### src/rtl/uart_tx_fifo.sv
// ============================================================================
// uart_tx_fifo : FIFO-buffered UART transmitter, 8N1 (8E1 with UART_TX_PARITY_EN)
// Rev 1.0 - initial release
// ============================================================================
`default_nettype none

module uart_tx_fifo #(
  parameter int CLK_FREQ   = 100_000_000,
  parameter int BAUD       = 115200,
  parameter int FIFO_DEPTH = 16
) (
  input  logic                          clk,
  input  logic                          reset,
  input  logic                          wr_en,
  input  logic [7:0]                    wr_data,
  output logic                          full,
  output logic                          empty,
  output logic                          busy,
  output logic [$clog2(FIFO_DEPTH):0]   count,
  output logic                          overflow,
  output logic                          uart_tx
);

  localparam int c_div = CLK_FREQ / BAUD;
  localparam int c_bw  = $clog2(c_div);
  localparam int c_pw  = $clog2(FIFO_DEPTH);
  localparam int c_cw  = c_pw + 1;
  localparam logic [c_bw-1:0] c_baud_max = c_bw'(c_div - 1);
  localparam logic [c_cw-1:0] c_depth    = c_cw'(FIFO_DEPTH);

  typedef enum logic [2:0] {
    S_IDLE   = 3'd0,
    S_START  = 3'd1,
    S_DATA   = 3'd2,
`ifdef UART_TX_PARITY_EN
    S_PARITY = 3'd3,
`endif
    S_STOP   = 3'd4
  } state_t;

  state_t            r_state;
  state_t            w_state_next;
  logic [c_bw-1:0]   r_baud;
  logic [2:0]        r_bit;
  logic [7:0]        r_shift;
  logic              r_tx;
`ifdef UART_TX_PARITY_EN
  logic              r_parity;
`endif

  logic [7:0]        r_mem [FIFO_DEPTH];
  logic [c_pw-1:0]   r_wr_ptr;
  logic [c_pw-1:0]   r_rd_ptr;
  logic [c_cw-1:0]   r_count;
  logic              r_full;
  logic              r_empty;
  logic              r_overflow;

  logic              w_push;
  logic              w_pop;
  logic              w_shift_en;
  logic              w_tx_next;
  logic              w_baud_end;
  logic [c_cw-1:0]   w_count_next;
  logic [7:0]        w_head;

  // A write against a full FIFO is dropped even if a pop frees a slot this cycle.
  assign w_push     = wr_en & ~r_full;
  assign w_head     = r_mem[r_rd_ptr];
  assign w_baud_end = (r_baud == c_baud_max);

  always_comb begin
    w_count_next = r_count;
    case ({w_push, w_pop})
      2'b10:   w_count_next = r_count + c_cw'(1);
      2'b01:   w_count_next = r_count - c_cw'(1);
      default: w_count_next = r_count;
    endcase
  end

  always_ff @(posedge clk) begin
    if (w_push) begin
      r_mem[r_wr_ptr] <= wr_data;
    end
  end

  always_ff @(posedge clk or negedge reset) begin
    if (!reset) begin
      r_wr_ptr   <= '0;
      r_rd_ptr   <= '0;
      r_count    <= '0;
      r_full     <= 1'b0;
      r_empty    <= 1'b1;
      r_overflow <= 1'b0;
    end else begin
      if (w_push) begin
        r_wr_ptr <= r_wr_ptr + c_pw'(1);
      end
      if (w_pop) begin
        r_rd_ptr <= r_rd_ptr + c_pw'(1);
      end
      if (wr_en && r_full) begin
        r_overflow <= 1'b1;
      end
      r_count <= w_count_next;
      r_full  <= (w_count_next == c_depth);
      r_empty <= (w_count_next == '0);
    end
  end

  always_ff @(posedge clk or negedge reset) begin
    if (!reset) begin
      r_state <= S_IDLE;
    end else begin
      r_state <= w_state_next;
    end
  end

  // Next-state logic also computes the next line level so the pin is a pure flop.
  always_comb begin
    w_state_next = r_state;
    w_pop        = 1'b0;
    w_shift_en   = 1'b0;
    w_tx_next    = r_tx;
    case (r_state)
      S_IDLE: begin
        w_tx_next = 1'b1;
        if (!r_empty) begin
          w_pop        = 1'b1;
          w_state_next = S_START;
          w_tx_next    = 1'b0;
        end
      end
      S_START: begin
        if (w_baud_end) begin
          w_state_next = S_DATA;
          w_tx_next    = r_shift[0];
        end
      end
      S_DATA: begin
        if (w_baud_end) begin
          if (r_bit == 3'd7) begin
`ifdef UART_TX_PARITY_EN
            w_state_next = S_PARITY;
            w_tx_next    = r_parity;
`else
            w_state_next = S_STOP;
            w_tx_next    = 1'b1;
`endif
          end else begin
            w_shift_en = 1'b1;
            w_tx_next  = r_shift[1];
          end
        end
      end
`ifdef UART_TX_PARITY_EN
      S_PARITY: begin
        if (w_baud_end) begin
          w_state_next = S_STOP;
          w_tx_next    = 1'b1;
        end
      end
`endif
      S_STOP: begin
        if (w_baud_end) begin
          if (!r_empty) begin
            w_pop        = 1'b1;
            w_state_next = S_START;
            w_tx_next    = 1'b0;
          end else begin
            w_state_next = S_IDLE;
            w_tx_next    = 1'b1;
          end
        end
      end
      default: begin
        w_state_next = S_IDLE;
        w_tx_next    = 1'b1;
      end
    endcase
  end

  always_ff @(posedge clk or negedge reset) begin
    if (!reset) begin
      r_baud  <= '0;
      r_bit   <= '0;
      r_shift <= '0;
      r_tx    <= 1'b1;
`ifdef UART_TX_PARITY_EN
      r_parity <= 1'b0;
`endif
    end else begin
      r_tx <= w_tx_next;
      if (w_pop || (r_state == S_IDLE) || w_baud_end) begin
        r_baud <= '0;
      end else begin
        r_baud <= r_baud + c_bw'(1);
      end
      if (w_pop) begin
        r_shift <= w_head;
        r_bit   <= '0;
`ifdef UART_TX_PARITY_EN
        r_parity <= ^w_head;
`endif
      end else if (w_shift_en) begin
        r_shift <= {1'b0, r_shift[7:1]};
        r_bit   <= r_bit + 3'd1;
      end
    end
  end

  assign full     = r_full;
  assign empty    = r_empty;
  assign count    = r_count;
  assign overflow = r_overflow;
  assign busy     = (r_state != S_IDLE);
  assign uart_tx  = r_tx;

endmodule

`default_nettype wire

### config.mk
export PLATFORM = sky130hd
export DESIGN_NAME = uart_tx_fifo
export DESIGN_NICKNAME = d
export VERILOG_FILES = /design/src/rtl/uart_tx_fifo.sv
export SDC_FILE = /design/constraint.sdc
export NUM_CORES = 1
export LEC_CHECK = 0
export ABC_CLOCK_PERIOD_IN_PS = 4000
export BUFFER_PORTS_ARGS = -buffer_cell sky130_fd_sc_hd__buf_2
export CAP_MARGIN = 10
export CORE_ASPECT_RATIO = 2
export CORE_MARGIN = 8
export CORE_UTILIZATION = 62
export CTS_BUF_LIST = sky130_fd_sc_hd__clkbuf_8 sky130_fd_sc_hd__clkbuf_16
export DETAILED_ROUTE_END_ITERATION = 8
export GPL_TIMING_DRIVEN = 1
export PLACE_DENSITY = 0.78
export SLEW_MARGIN = 20
export SYNTH_ARGS = -nofsm -noshare
export SYNTH_HDL_FRONTEND = slang
export SYNTH_SLANG_ARGS = --single-unit
### constraint.sdc
create_clock -name clk -period 4 [get_ports clk]
set_input_delay 0.8 -clock clk [delete_from_list [all_inputs] [get_ports clk]]
set_output_delay 0.8 -clock clk [all_outputs]
set_load 0.05 [all_outputs]
Yosys cells after proc, flatten, opt, wreduce, memory -nomap -nowiden:

Memories as Yosys holds them, arrays and structs flattened.
Cells that the tools add are included.
W data, S select, Z words.

* RAM bits: 128
* output and inout bits: 10
* word-level logic and storage cells: 69
* register bits after elaboration: 41
* memories: 1

Memories
* r_mem: depth 16, width 8, rd ports 1, clocked after memory_dff 0, write ports 1, RTL line 51 `logic [7:0] r_mem [FIFO_DEPTH];`

* equal/unequal tests: 13
* reduce and logical (&&, ||, !) cells: 9
* bitwise gates (word level): 2
* mux-type cells: 27
* add/subtract/negate cells: 6

Operator list (count)
* $mux W3: 7
* $mux W8: 2
* $mux W1: 13
* $pmux W3 S4: 1
* $add A10 B1 Y10 const B: 1
* $eq A10 B10 Y1 const B: 1
* $mux W10: 1
* $ne A2 B2 Y1 const B: 5
* $pmux W5 S2: 1
* $add A4 B1 Y4 const B: 2
* $eq A3 B3 Y1 const B: 2
* $add A5 B1 Y5 const B: 1
* $eq A5 B5 Y1 const B: 1
* $logic_not A5 Y1: 1
* $reduce_and A5 Y1: 1
* $sub A5 B1 Y5 const B: 1
* $pmux W1 S4: 1
* $add A3 B1 Y3 const B: 1
* $eq A3 B1 Y1 const B: 1
* $eq A3 B2 Y1 const B: 1
* $logic_not A3 Y1: 1
* $reduce_and A3 Y1: 1
* $reduce_bool A3 Y1: 1
* $eq A2 B1 Y1 const B: 1
* other kinds (7): 8

Depth between registers and ports, before layout:

* word-level depth: 6
* gate-level depth with buffers: 14
* mapped depth without buffers: 12

Least setup slack after synthesis:

OpenSTA, ideal clock, no wires.

* path kind: register to register
* start: register r_baud[0]
* end: register r_full, in the netlist full
* setup slack: 1080 ps
* arrival time: 2800 ps
* library setup time: 120 ps
* required time: 3880 ps
* stages on the path, launching flop included: 14
* cell sequence: dfrtp_1 -> ha_1 -> nor4b_4 -> a31oi_1 -> or3_1 -> buf_2 -> clkinv_4 -> buf_6 -> ha_1 -> clkbuf_8 -> nor3b_1 -> mux2_4 -> xor2_2 -> and3b_1

* cells in the longest elaborated chain, start to end: 6
* elaborated cells on any way between the ends: 7
* those cells by class: eq/ne: 4; mux: 3

RTL lines
* from (decl): RTL line 43 `logic [c_bw-1:0] r_baud;`
* from (signal assigned): RTL line 197 `r_baud <= r_baud + c_bw'(1);`
* $eq A10 B10 Y1 (*): RTL line 70 `assign w_baud_end = (r_baud == c_baud_max);`
* $mux W1 (*): RTL line 165 `if (w_baud_end) begin`
* $pmux W1 S2 (*): RTL line 125 `case (r_state)`
* $eq A2 B1 Y1 or $eq A2 B2 Y1 (tied branches): RTL line 74 `case ({w_push, w_pop})`
* $pmux W5 S2 (*): RTL line 74
* net w_count_next[3]: RTL line 64 `logic [c_cw-1:0] w_count_next;`
* $eq A5 B5 Y1 (*): RTL line 106 `r_full <= (w_count_next == c_depth);`
* to (signal assigned): RTL line 106
* to (decl): RTL line 55 `logic r_full;`

The timed path passes the listed nets; every way through them passes the cells marked *.
A chain may end at the register's enable or synchronous reset.

Final worst setup path:

Same ends and word-level chain as after synthesis.

==> run metrics <==
CTS Buffer Depth=2; Worst EP required=4.35 ns; CTS buffer count=17; Setup WS post-layout=0.728 ns; # nets final=464; Overall Global Routing Usage=19.0%; Synth async-reset ratio=24.3%; Cell Count, Final, Fillers Out=601; TritonCTS clock tree=done; Final min period=3.27 ns; drt drc=0; Clock Latency Late Sink=0.41 ns; Hold WC Path Type=reg2reg; Initial Utilization=62.7%; Yosys top cell area share=53.0%; number of global-route vias before repair=3978; routed wire length=13.6 mm; die footprint=15600 µm²; leakage=2.81 nW; Vias/cell=6.10; top_reg_cell synth=edfxtp_1; share of post-route cells with drive strength above 1=27.9%; first drt pass iteration count=4; final setup vio count=0; post_cts resized=0; Synth Register Bits=169; pre-CTS setup slack=0.734 ns; Die Wd=92.5 µm; placed insts=569; CTS Root Buffer Type=clkbuf_16; Setup Fix Bufs, Post-CTS=0; most frequent cells in the layout=128 x edfxtp_1, 38 x dfrtp_1, 33 x mux4_2; post-synth top area cell=edfxtp_1; DR vias=3667; CP endpoint kind=register; Core Area=11600 µm²; Routed Antenna Nets=0; worst path arrival time=3.62 ns; fillers=741; Clock transition at path regs=0.06 ns; I/O Pins=21; number of flops mapped to enable cells by yosys=128; ANT cells=0; status=completed; Tcrit/Tclk final=81.8%; unrepaired setup endpoints after global routing=no; GPL Wtd Cong=0.854; syn_nets=441; Fin Setup TNS=0 ns; Cell Area, Synth=7250 µm²; WL per Instance=22.6 µm; input/output buffers=20; post-synthesis cell type count=57; f_max=306 MHz; commonest non-fill, non-tap cell in the layout=edfxtp_1; Syn. warnings=0; max cap viols=0; 1st-iter DRT viols=302; hold_buf cts=0; max-slew violation count=0; Congestion Overflow GR=0; total clock sinks=169; Mapped Avg Cell Area=17.3 µm²; first-pass GRT wire length=21.8 mm; initial antenna violation count=0; Cell Rows=56; Syn-to-layout area delta=10.2%; Peak VDD IR=0.000628 V; Post-Syn Instances=420; slew margin rel.=31.7%; PD cells=547 nW/µm²; Post-DP HPWL=8.98 mm; largest net degree at the start of global routing=42; critical path peak fanout=21; Seq/Total Area, Yosys=67.2%; Synth area leaders=edfxtp_1 53%, dfrtp_1 13%, mux4_2 10%; Least-Margin Pin Slew=1.02 ns; Setup Skew=0.00841 ns; Die Y=169 µm; crit start category=register; CP Class=reg2reg; Fin. Hold Viols=0; H-tree Lvls=4
==> worst max-delay path: stages, from the launching register on <==
cell and delay, ns:
dfrtp_1 0.39, ha_1 0.26, nor4b_4 0.34, a31oi_1 0.22, or3_1 0.48, clkinv_4 0.23
ha_1 0.31, nor2b_1 0.10, a21oi_1 0.11, and4bb_1 0.22, o21bai_1 0.22, xnor2_2 0.16
and3b_1 0.18
==> stage by stage <==
stage | power, mW | util (%) | hold WS, ns | cell area (µm²)
finish | 4.38 | 69.2 | 0.457 | 8000
floorplan | 2.65 | - | 0.447 | 7250
detailed placement | 2.87 | 64.3 | 0.443 | 7430
CTS | 4.41 | 69.2 | 0.462 | 8000
global route | 4.53 | 69.2 | 0.485 | 8000
global placement | 2.82 | 64.3 | 0.435 | 7430
==> synthesized netlist by cell type, types with 2 or more instances <==
master,n
a21oi_1,7
a31oi_1,4
and2_1,17
and3_1,3
and3_2,2
buf_1,3
buf_2,7
clkbuf_1,3
clkbuf_8,2
dfrtp_1,39
dfstp_2,2
edfxtp_1,128
ha_1,10
inv_1,6
mux2_2,9
mux2i_1,16
mux4_2,33
nand2_1,22
nand3_1,4
nand3b_1,2
nand4_1,4
nor2_1,24
nor2b_1,3
nor3_1,2
nor3b_1,2
o211ai_2,7
o21ai_0,2
o21ai_2,7
o22ai_1,2
or3_1,2
xnor2_1,13
xor2_1,8
==> routing by layer <==
layer	track usage, %	wire [µm]
met4	8.40	203
met2	33.2	7640
met3	3.82	600
met1	21.7	5150
met5	0	0
==> state kept, by name, indices dropped and copies added (netlist names) <==
signal	count
r_mem	128
r_baud	10
r_shift	8
count	5
r_rd_ptr	4
r_wr_ptr	4
r_bit	3
r_state	3
empty	1
full	1
overflow	1
uart_tx	1
==> logic make-up (layout without fill, tap and decap cells) <==
family                   Yosys count  count (layout)  share of synthesized area, %
AO/OA/AOI/OAI                     32              32                          3.64
AND/OR/NAND/NOR                   99              99                          7.99
XOR/XNOR                          23              23                          2.98
buffers and inverters             27              63                          2.31
multiplexers                      59              59                          14.1
adder cells (fa/ha/maj)           11              11                          1.86
flip-flops                       169             169                          67.2
==> power breakdown <==
| part | internal [mW] | switching, mW |
|---|---|---|
| Sequential | 2.09 | 0.113 |
| Clock | 0.870 | 0.675 |
| Combinational | 0.214 | 0.418 |
| Total | 3.17 | 1.21 |
==> worst paths after layout <==
check	start	endpoint	slack (ns)	cells past startpoint
min in group asynchronous	reset	r_baud[2]$_DFF_PN0_	0.53	1
hold reg to reg	overflow$_DFFE_PN0P_	overflow$_DFFE_PN0P_	0.46	1
max in group asynchronous	reset	r_rd_ptr[0]$_DFFE_PN0P_	2.86	1
setup / recovery	r_baud[0]$_DFF_PN0_	full$_DFF_PN0_	0.73	12
hold / removal	overflow$_DFFE_PN0P_	overflow$_DFFE_PN0P_	0.46	1
setup reg to reg	r_baud[0]$_DFF_PN0_	full$_DFF_PN0_	0.73	12
==> layout make-up <==
cell class,count,area [µm²],share of cell area [%]
Clock buffer,17,425,5.32
Clock inverter,15,140,1.75
Tap cell,145,181,2.27
Timing Repair Buffer,24,130,1.63
Multi-Input combinational cell,224,2210,27.7
Inverter,7,31.3,0.391
Sequential cell,169,4870,60.9
Power figures use the tool's default switching activity.
